[config.mk]
export PLATFORM = sky130hd
export DESIGN_NAME = tdm_demux_1x8
export DESIGN_NICKNAME = d
export VERILOG_FILES = /design/src/rtl/tdm_demux_pkg.sv /design/src/rtl/demux_1_2.sv /design/src/rtl/tdm_demux_1x8.sv
export SDC_FILE = /design/constraint.sdc
export NUM_CORES = 1
export LEC_CHECK = 0
export CORE_ASPECT_RATIO = 1.5
export CORE_UTILIZATION = 45
export DETAILED_ROUTE_END_ITERATION = 10
export PLACE_DENSITY = 0.74
export SETUP_SLACK_MARGIN = 0.2
export SLEW_MARGIN = 20
export SYNTH_ARGS = -nofsm -noshare
export SYNTH_HDL_FRONTEND = slang
export SYNTH_SLANG_ARGS = --single-unit
[constraint.sdc]
create_clock -name clk -period 2.8 [get_ports clk]
set_clock_uncertainty 0.2 [all_clocks]
set_input_delay 0.42 -clock clk [delete_from_list [all_inputs] [get_ports clk]]
set_output_delay 0.42 -clock clk [all_outputs]
set_load 0.02 [all_outputs]
[src/rtl/tdm_demux_pkg.sv]
// Shared constants and FSM encoding for the 1-to-8 TDM demultiplexer.
package tdm_demux_pkg;

    localparam int N_CH  = 8;
    localparam int SEL_W = 3;

    typedef enum logic {
        ST_IDLE = 1'b0,
        ST_RUN  = 1'b1
    } state_t;

endpackage

[src/rtl/demux_1_2.sv]
// 1-to-2 demux cell: steers 'in' to a (s=0) or b (s=1).
// Combinational, zero latency; no flow control.
module demux_1_2 (
    input  logic in,
    input  logic s,
    output logic a,
    output logic b
);

    assign a = ~s & in;
    assign b =  s & in;

endmodule

[src/rtl/tdm_demux_1x8.sv]
// Registered 1-to-8 TDM demux: external select or slot counter locked to frame_sync.
// Latency 1 cycle (sample at edge N visible with strobe at N+1); no backpressure, every valid sample is consumed or discarded.
module tdm_demux_1x8
    import tdm_demux_pkg::*;
#(
    parameter int DATA_W = 1
) (
    input  logic                     clk,
    input  logic                     rst_n,
    input  logic [DATA_W-1:0]        din,
    input  logic                     din_valid,
    input  logic                     frame_sync,
    input  logic                     auto_mode,
    input  logic [SEL_W-1:0]         s,
    output logic [N_CH*DATA_W-1:0]   dout,
    output logic [N_CH-1:0]          dout_valid,
    output logic                     frame_done,
    output logic                     frame_err
);

    state_t             state, state_nxt;
    logic [SEL_W-1:0]   cnt, cnt_nxt;
    logic [SEL_W-1:0]   sel;
    logic               wr_en;
    logic               done_nxt;
    logic               err_nxt;
    logic [1:0]         wr_l1;
    logic [3:0]         wr_l2;
    logic [N_CH-1:0]    wr_vec;

    always_ff @(posedge clk or negedge rst_n) begin
        if (!rst_n) begin
            state <= ST_IDLE;
            cnt   <= '0;
        end else begin
            state <= state_nxt;
            cnt   <= cnt_nxt;
        end
    end

    always_comb begin
        state_nxt = state;
        cnt_nxt   = cnt;
        sel       = s;
        wr_en     = 1'b0;
        done_nxt  = 1'b0;
        err_nxt   = 1'b0;
        if (!auto_mode) begin
            // Manual mode also re-arms sync hunting for the next switch to auto.
            state_nxt = ST_IDLE;
            cnt_nxt   = '0;
            wr_en     = din_valid;
        end else if (din_valid) begin
            case (state)
                ST_IDLE: begin
                    if (frame_sync) begin
                        wr_en     = 1'b1;
                        sel       = '0;
                        cnt_nxt   = 3'd1;
                        state_nxt = ST_RUN;
                    end
                end
                ST_RUN: begin
                    if (frame_sync) begin
                        // Sync always restarts at slot 0; early sync is a resync error.
                        wr_en   = 1'b1;
                        sel     = '0;
                        cnt_nxt = 3'd1;
                        err_nxt = (cnt != '0);
                    end else if (cnt != '0) begin
                        wr_en    = 1'b1;
                        sel      = cnt;
                        cnt_nxt  = cnt + 3'd1;
                        done_nxt = (cnt == 3'd7);
                    end else begin
                        err_nxt   = 1'b1;
                        cnt_nxt   = '0;
                        state_nxt = ST_IDLE;
                    end
                end
                default: begin
                    state_nxt = ST_IDLE;
                    cnt_nxt   = '0;
                end
            endcase
        end
    end

    // Write-enable decode tree: s[2] at the root, s[0] at the leaves.
    demux_1_2 u_root (.in(wr_en), .s(sel[2]), .a(wr_l1[0]), .b(wr_l1[1]));

    for (genvar i = 0; i < 2; i++) begin : g_mid
        demux_1_2 u_mid (.in(wr_l1[i]), .s(sel[1]), .a(wr_l2[2*i]), .b(wr_l2[2*i+1]));
    end

    for (genvar j = 0; j < 4; j++) begin : g_leaf
        demux_1_2 u_leaf (.in(wr_l2[j]), .s(sel[0]), .a(wr_vec[2*j]), .b(wr_vec[2*j+1]));
    end

    always_ff @(posedge clk or negedge rst_n) begin
        if (!rst_n) begin
            dout       <= '0;
            dout_valid <= '0;
            frame_done <= 1'b0;
            frame_err  <= 1'b0;
        end else begin
            for (int k = 0; k < N_CH; k++) begin
                if (wr_vec[k]) begin
                    dout[k*DATA_W +: DATA_W] <= din;
                end
            end
            dout_valid <= wr_vec;
            frame_done <= done_nxt;
            frame_err  <= err_nxt;
        end
    end

endmodule
==> out/metrics.sh <==
MOSTFREQUENTLAYOUTCELL='clkdlybuf4s50_1'
DIE_SPAN_X_UM=41.9
P_PER_AREA_mW_PER_MM2=553
SYN_AVG_CELL_AREA_UM2=12.2
ASYNC_RESET_FF_SHARE_PCT=100
DR.PASS1.ITERS=4
AREA.SEQUENTIAL_UM2=551
ROWS=21
HOLD_PATH.CLASS='primary input to asynchronous set/reset pin'
ANTENNA_FOUND_INITIAL=0
DRT_WL_TOTAL_MM=1.99
POWER.NET_SWITCHING_mW=0.229
YOSYS_WARNINGS=0
FIRST_PASS_GRT_WIRE_LENGTH_MM=3.29
ROUTED-VIA-COUNT=769
DIE-AREA_MM2=0.00259
YOSYS-TOP-CELLS-AREA='dfrtp_1, mux2_1, a221oi_4'
MET3_USAGE_PCT=1.73
SYNTH_EDF_COUNT=0
MAXCLOCKFREQUENCY_MHz=415
CTS-HTREE-LEVELS=1
CLK_PIN_SLEW_WORST_PATHS_PS=110
PERIOD_SHARE_PCT=86.1
SYN-CELL-AREA_MM2=0.00108
SYNTHCELLS=88
CP-START-KIND='flop'
CELLINTERNALPOWER_mW=0.564
GROWTH_OF_DESIGN_AREA_FROM_SYNTHESIS_TO_FINISH_PCT=33.1
ROUTEDWLPERCELL_UM=13.9
CTS_BUF_COUNT=3
DRC=0
PERIOD_NEEDED_PS=2410
SLEW_HEADROOM_PCT=70.1
CTS_SINKS=22
SYN_NETS=100
CRITICAL-PATH-SLOWEST-CELL='dfrtp_1'
YS_DOMINANT_REG_CELL='dfrtp_1'
FIRST_GLOBAL_VIAS=773
RRSETUPSLACK_PS=390
SEQPWRFRAC_PCT=47.9
DIE_HEIGHT_UM=61.9
DETAILEDPLACEMENTHPWL_MM=1.60
POST_DRT_VIA_CELL_RATIO=5.38
COUNT_OF_INPUT_AND_OUTPUT_BUFFERS=26
LAYOUT.CELLS.MOST_COMMON_LIST='clkdlybuf4s50_1, dfrtp_1, inv_1, nand2_1, mux2_1'
EFFECTIVE_UTILIZATION_AT_FLOORPLAN_PCT=48.2
FINAL.SETUP.TNS_PS=0
PLACEDINSTANCEAREA_MM2=0.00137
FINALHOLDVIOLCOUNT=0
SETUP_REPAIR_AFTER_GLOBAL_ROUTING_MISSED_ITS_MARGIN='no'
GRTUSAGEMET1_PCT=17.3
POWER_FRAC_CLOCK_PCT=21.3
FINALWEIGHTEDCONGESTION=0.847
CRIT_CHAIN='inv_1, ha_1, nor2b_4, nor2_1, a221oi_4, buf_4, nand3b_1, mux2_2'
MAX_SLEW.WORST_PIN.SLEW_PS=448
ARRIVAL_PS=2400
WORSTSKEWPAIRLATENCY_PS=300
FINAL_LAYOUT_SIZE_SUFFIX_GT1_SHARE_PCT=19.2
CLOCK_PATH_BUFFERS=2
MULTIINPUTGATEAREA_UM2=500
TOTAL_NUMBER_OF_NETS_IN_THE_FINAL_DESIGN=133
GRT_USE_MET2_PCT=35.3
SETUP.WORST_PATH.CLASS='flop to flop'
POSTSYNTHREGISTERBITS=22
HOLD_BUF_COUNT_CTS=0
COMBINATIONALPOWERSHARE_PCT=30.9
VDD.IR_DROP.WORST_V=0.000240
TOP_USAGE_LAYER='met2'
NFILLCELLS=184
SLEW_VIOL_FINAL=0
OVERFLOW=0
CRIT_PATH_MAX_INCR_DELAY_PS=410
R2R.WORST_PATH.CELLS=8
RUN_STATUS='completed'
LEAKAGE_nW=0.653
SYNTH_LARGEST_TYPE_AREA_FRACTION_PCT=51.2
SYNTHDOMINANTAREACELLTYPE='dfrtp_1'
TOT_GR_TRACK_USE_PCT=17.2
GRT_MAX_DEGREE=23
ANTENNA_CELLS_INSERTED=0
CRIT_REQUIRED_PS=2800
POWER.SHARE.SWITCHING_PCT=28.9
IOS=27
ROUTE.ANTENNA.REMAINING_NETS=0
SYNTH-SEQ-AREA-SHARE_PCT=51.2
FINAL-SETUP-VIOL-COUNT=0
SYNTHDISTINCTLIBCELLS=32
TRITONCTS='yes'
PATH_MAX_FANOUT=6
CP-END-KIND='flop'
MAXCAPVIOLCOUNT=0
FIN_AREA_MM2=0.00143
DRT_FIRST_ITER_VIOLATIONS=17
CORE-AREA_MM2=0.00223
ROOT_BUFFER_CELL='clkbuf_4'
cell usage after synthesis, types with 2 or more instances:
| cell | instances |
|---|---|
| a221oi_4 | 2 |
| and3_1 | 3 |
| buf_2 | 2 |
| dfrtp_1 | 22 |
| ha_1 | 3 |
| inv_1 | 6 |
| mux2_1 | 5 |
| mux2_2 | 3 |
| nand2_1 | 6 |
| nand2b_1 | 4 |
| nand3_1 | 2 |
| nand3b_1 | 2 |
| nor2b_1 | 2 |
| nor3_1 | 3 |
| nor3b_2 | 3 |
| o21ai_0 | 4 |
metal layers:
metal  share of wire, %  routed length (um)  up-vias
met5                  0                   0        -
met4               0.90                  18        0
met3                3.8                  75        2
met2                 57                1140       20
met1                 38                 757      370
li1                   -                   -      377
logic make-up after synthesis:
family	Yosys count	synth area share (%)
AO/OA/AOI/OAI	12	11.7
XOR/XNOR	1	0.814
adder cells (fa/ha/maj)	3	3.49
buffers and inverters	9	3.37
flip-flops	22	51.2
multiplexers	8	8.37
AND/OR/NAND/NOR	33	21.0
per-stage QoR:
step | worst slack [ps] | total power, mW | instances | hold slack (ps) | utilization, %
5_1_grt | 259 | 0.834 | 143 | 266 | 64.1
3_5_place_dp | 100 | 0.629 | 137 | 283 | 61.3
4_1_cts | 259 | 0.797 | 141 | 260 | 63.0
3_3_place_gp | 174 | 0.620 | 137 | 266 | 61.3
2_1_floorplan | 583 | 0.508 | 88 | -75.6 | -
6_report | 390 | 0.793 | 143 | 258 | 64.1
critical path: cells and delay by family (launching register included):
family / cells / cell delay (ps)
AO/OA/AOI/OAI: 1 / 380
adder cells (fa/ha/maj): 1 / 200
buffers and inverters: 2 / 310
flip-flops: 1 / 410
multiplexers: 1 / 340
AND/OR/NAND/NOR: 3 / 470
state kept, by name, summed over array words and instances, names as in the netlist:
signal / flops
dout: 8
frame_err: 1
frame_done: 1
dout_valid: 8
cnt: 3
state: 1
final cells by class:
cell class,count,area share (%)
clock buffers,4,2.53
inverters,7,1.83
multi-input cells,57,34.9
flip-flops and latches,22,38.4
well taps,23,2.01
repair buffers,30,20.3
power by group through the flow:
stage                     combinational, mW  clock (mW)  sequential (mW)
after floorplan                      0.0719           0            0.436
after global placement                0.236           0            0.384
after detailed placement              0.241           0            0.387
after CTS                             0.242       0.174            0.381
after global routing                  0.263       0.186            0.385
final                                 0.245       0.169            0.379
path summary, 6_finish.rpt:
kind | start | end
max in group asynchronous | rst_n | frame_err
worst min register to register | dout[4] | dout[4]
worst max register to register | cnt[0] | dout[5]
worst min-delay path | rst_n | dout_valid[0]
worst max-delay path | cnt[0] | dout[5]
min in group clk | dout[4] | dout[4]
timing repair:
| action | in CTS | in global routing |
|---|---|---|
| gates resized for setup | 0 | 2 |
| endpoints found under the setup margin | 0 | 2 |
| hold endpoints to repair | 0 | 0 |
| buffers inserted | 0 | 2 |
Note: power is estimated with default switching activity, not from simulation.
